===== config.mk =====
export PLATFORM = sky130hd
export DESIGN_NAME = serial_add_ctrl
export DESIGN_NICKNAME = d
export VERILOG_FILES = /design/src/rtl/serial_add_ctrl.sv
export SDC_FILE = /design/constraint.sdc
export NUM_CORES = 1
export LEC_CHECK = 0
export CAP_MARGIN = 0
export CORE_MARGIN = 2
export CORE_UTILIZATION = 50
export CTS_CLUSTER_SIZE = 10
export DETAILED_ROUTE_END_ITERATION = 12
export PLACE_DENSITY = 0.76
export RECOVER_POWER = 25
export SYNTH_ARGS = -nofsm -noshare
export SYNTH_HDL_FRONTEND = slang
export SYNTH_SLANG_ARGS = --single-unit

===== constraint.sdc =====
create_clock -name clk -period 1.9 [get_ports clk]
set_clock_uncertainty 0.2 [all_clocks]
set_input_delay 0.19 -clock clk [delete_from_list [all_inputs] [get_ports clk]]
set_output_delay 0.19 -clock clk [all_outputs]
set_load 0.02 [all_outputs]

===== src/rtl/serial_add_ctrl.sv =====
// Bit-serial adder sequencer: one full-adder cell reused over WIDTH cycles,
// LSB first, with a registered carry and a start/busy/done handshake.

module fullAdder (
   input  logic a,
   input  logic b,
   input  logic cin,
   output logic s,
   output logic cout
);
   assign s    = a ^ b ^ cin;
   assign cout = (a & b) | (cin & (a ^ b));
endmodule

module serial_add_ctrl #(
   parameter int WIDTH = 8
) (
   input  logic             clk,
   input  logic             rst_n,
   input  logic             start,
   input  logic [WIDTH-1:0] a,
   input  logic [WIDTH-1:0] b,
   input  logic             cin,
   output logic             busy,
   output logic             done,
   output logic [WIDTH-1:0] sum,
   output logic             cout
);

   localparam int CNT_W = $clog2(WIDTH);

   typedef enum logic [1:0] {IDLE, ADD, DONE} state_t;

   state_t           state;
   logic [WIDTH-1:0] opa;
   logic [WIDTH-1:0] opb;
   logic [WIDTH-1:0] acc;
   logic             carry;
   logic [CNT_W-1:0] cnt;

   logic             fa_s;
   logic             fa_c;
   logic [WIDTH-1:0] acc_nxt;

   fullAdder u_fa (
      .a    (opa[0]),
      .b    (opb[0]),
      .cin  (carry),
      .s    (fa_s),
      .cout (fa_c)
   );

   // New sum bit enters at the MSB so bit 0 lands in acc[0] after WIDTH shifts.
   assign acc_nxt = {fa_s, acc[WIDTH-1:1]};

   // Sequencer FSM with registered handshake and result outputs.
   always_ff @(posedge clk or negedge rst_n) begin
      if (!rst_n) begin
         state <= IDLE;
         opa   <= '0;
         opb   <= '0;
         acc   <= '0;
         carry <= 1'b0;
         cnt   <= '0;
         busy  <= 1'b0;
         done  <= 1'b0;
         sum   <= '0;
         cout  <= 1'b0;
      end else begin
         case (state)
            IDLE: begin
               done <= 1'b0;
               if (start) begin
                  opa   <= a;
                  opb   <= b;
                  carry <= cin;
                  acc   <= '0;
                  cnt   <= '0;
                  busy  <= 1'b1;
                  state <= ADD;
               end
            end
            ADD: begin
               opa   <= opa >> 1;
               opb   <= opb >> 1;
               acc   <= acc_nxt;
               carry <= fa_c;
               cnt   <= cnt + CNT_W'(1);
               // Final bit: publish the completed result on this same edge.
               if (cnt == CNT_W'(WIDTH - 1)) begin
                  sum   <= acc_nxt;
                  cout  <= fa_c;
                  busy  <= 1'b0;
                  done  <= 1'b1;
                  state <= DONE;
               end
            end
            DONE: begin
               done  <= 1'b0;
               state <= IDLE;
            end
            default: begin
               busy  <= 1'b0;
               done  <= 1'b0;
               state <= IDLE;
            end
         endcase
      end
   end

endmodule


==> flow_summary.yaml <==
pwr:
  power.total_mw: 3.49
  p_seq_frac: 0.432
  combPwrFrac: 0.410
  power.switching_mw: 1.25
  clkPwrFrac: 0.159
  p_per_area_nw_per_um2: 1610
  p_int_mw: 2.24
  vdd_ir_drop_max_mv: 0.689
  p_leak_nw: 0.953
  sw_frac_of_total: 0.358
critical_path:
  cp.required_ps: 1510
  r2r_start: "state[1]"
  worstSetupStartpoint: "busy"
  worst-path-max-fanout: 3
  cp_top_family: "buffers and inverters"
  reg2reg_depth: 3
  cp-end-kind: "primary output"
  path_cells: "clkdlybuf4s50_1"
  r2r_slack_ps: 200
  r2r_end: "opa[0]"
  critPathMaxStageDelay_ps: 610
  crit_slowest_cell: "clkdlybuf4s50_1"
  path_depth: 1
  crit_type: "register to primary output"
  startpoint_type: "register"
  crit_end: "busy"
  arrival_ps: 1350
  cp.buffers_inverters: 1
cts:
  root_buffer: "clkbuf_4"
  clockBufferDepth: 2
  insertion_delay_ps: 340
  numCtsBuffers: 5
  clk_pin_slew_worst_paths_ps: 110
  cts_sinks: 40
  cts.htree.levels: 2
  cts_tree: "yes"
  cts_resized: 0
yosys:
  synth_edf_count: 0
  yosys.area.top_type: "dfrtp_1"
  ys_ff_latch: 40
  synth_top_area_share: 0.578
  netlist_area_um2: 1730
  synth_nets: 167
  synth-async-reset-ratio: 1.00
  ys_warn_count: 0
  syn_inst: 144
  synth_flop_cell: "dfrtp_1"
  synth_cell_type_count: 22
  syn_avg_cell_area_um2: 12.0
  synth.area.top_cells: "dfrtp_1 (58%), o22ai_1 (10%), mux2_4 (7.8%), a21oi_1 (4.6%), a22o_1 (4.6%)"
  synth_seq_area_share: 0.578
placement:
  port-buffer-count: 30
  gp_congestion: 0.771
  dpl.hpwl_mm: 2.42
floorplanning:
  rows: 21
  dieWidth_um: 62.9
  ios: 31
  start_util: 0.519
  core-area_um2: 3340
  die_h_um: 62.9
  die-area_um2: 3950
timing:
  setup_tns_ps: 0
  fin_crit_ps: 1740
  slew_viol_final: 0
  setup_viol: 0
  rsz0062_at_grt: "no"
  slew_headroom: 0.359
  min_period_over_period: 0.914
  finalHoldViolCount: 0
  fmax_ghz: 0.576
  tightest_slew_ps: 962
grt:
  grt_pass1_vias: 1272
  overflow: 0
  grt_pass1_wl_mm: 5.96
  grt_max_degree: 41
  grt.total_usage: 0.195
  antenna_found_initial: 0
min_path:
  hold_class: "primary input to register"
  hp-start: "a[7]"
detailed_routing:
  drt_iter0_markers: 71
  detail_route.first_pass.iterations: 4
  wl_per_cell_um: 15.7
  routed_wl_mm: 3.51
  drc: 0
  via_per_inst: 5.68
  ant_nets: 0
  vias: 1272
cells_and_area:
  area_growth_pct: 24.9
  layout_commonest_cell: "dfrtp_1"
  drive_above_1_share: 0.135
  fin_util: 0.648
  mostFrequentLayoutCells: "dfrtp_1 (40), clkdlybuf4s50_1 (29), o22ai_1 (28), a21oi_1 (16)"
  finalNetCount: 200
  diodes: 0
job:
  maxCapViolations: 0
run_status:
  outcome: "finished clean"
## cell families after synthesis
kind of cell	count (synthesis)	share of synthesized area
muxes	9	0.0780
and+or+nand+nor	17	0.0578
adders and majority gates	3	0.0260
DFF	40	0.578
buffers and inverters	14	0.0426
AOI/OAI and AO/OA	61	0.217
## how the worst min path moves through the flow
stage / end / cells past startpoint
4_1_cts: opa[7] / 3
2_1_floorplan: acc[1] / 0
5_1_grt: opa[7] / 3
6_report: opa[7] / 3
3_5_place_dp: sum[1] / 2
3_3_place_gp: sum[1] / 2
## power groups by stage
stage / Sequential, mW / Clock, mW / Combinational (mW)
final: 1.51 / 0.555 / 1.43
after global routing: 1.56 / 0.613 / 1.56
after CTS: 1.51 / 0.573 / 1.44
after detailed placement: 1.53 / 0 / 1.43
after global placement: 1.50 / 0 / 1.36
after floorplan: 1.57 / 0 / 0.874
## Yosys cell counts, types with 2 or more instances
| master | n |
|---|---|
| a21oi_1 | 16 |
| a22o_1 | 9 |
| buf_2 | 5 |
| buf_4 | 2 |
| dfrtp_1 | 40 |
| ha_1 | 2 |
| inv_1 | 4 |
| mux2_4 | 9 |
| nand2_1 | 5 |
| nand2b_1 | 2 |
| nor2_1 | 5 |
| nor2b_1 | 2 |
| o21ai_0 | 7 |
| o22ai_1 | 28 |
## layout make-up
class / count / area, um2
Multi-Input combinational cell: 90 / 657
Tap cell: 46 / 57.6
Clock inverter: 3 / 42.5
Sequential cell: 40 / 1000
Timing Repair Buffer: 36 / 353
Inverter: 4 / 15.0
Clock buffer: 5 / 37.5
Fill cell: 264 / 1170
## sequential cells by signal (all words and copies together), names as in the netlist
name,flops
opa,8
sum,8
cnt,3
carry,1
state,2
busy,1
done,1
acc,7
cout,1
opb,8
## what timing repair did
action / CTS / global route
endpoints found under the hold margin: 40 / 0
setup buffers: 0 / 0
hold buffers: 1 / 0
## metal layers
metal,track usage,part of all wire,routed length [um]
met4,0.0500,0.0068,24
met2,0.305,0.50,1750
met1,0.262,0.44,1550
met5,0,0,0
met3,0.0667,0.051,178
## through the flow
| step | setup slack [ps] | hold WS (ps) | cell area, um2 | std cells |
|---|---|---|---|---|
| final | 164 | 203 | 2160 | 224 |
| after global routing | 44.5 | 177 | 2160 | 224 |
| after CTS | 134 | 181 | 2170 | 224 |
| after detailed placement | 38.6 | 71.1 | 2080 | 215 |
| after global placement | 161 | 63.6 | 2080 | 215 |
| after floorplan | 319 | -306 | 1730 | 144 |
(Power assumes the default switching activity.)
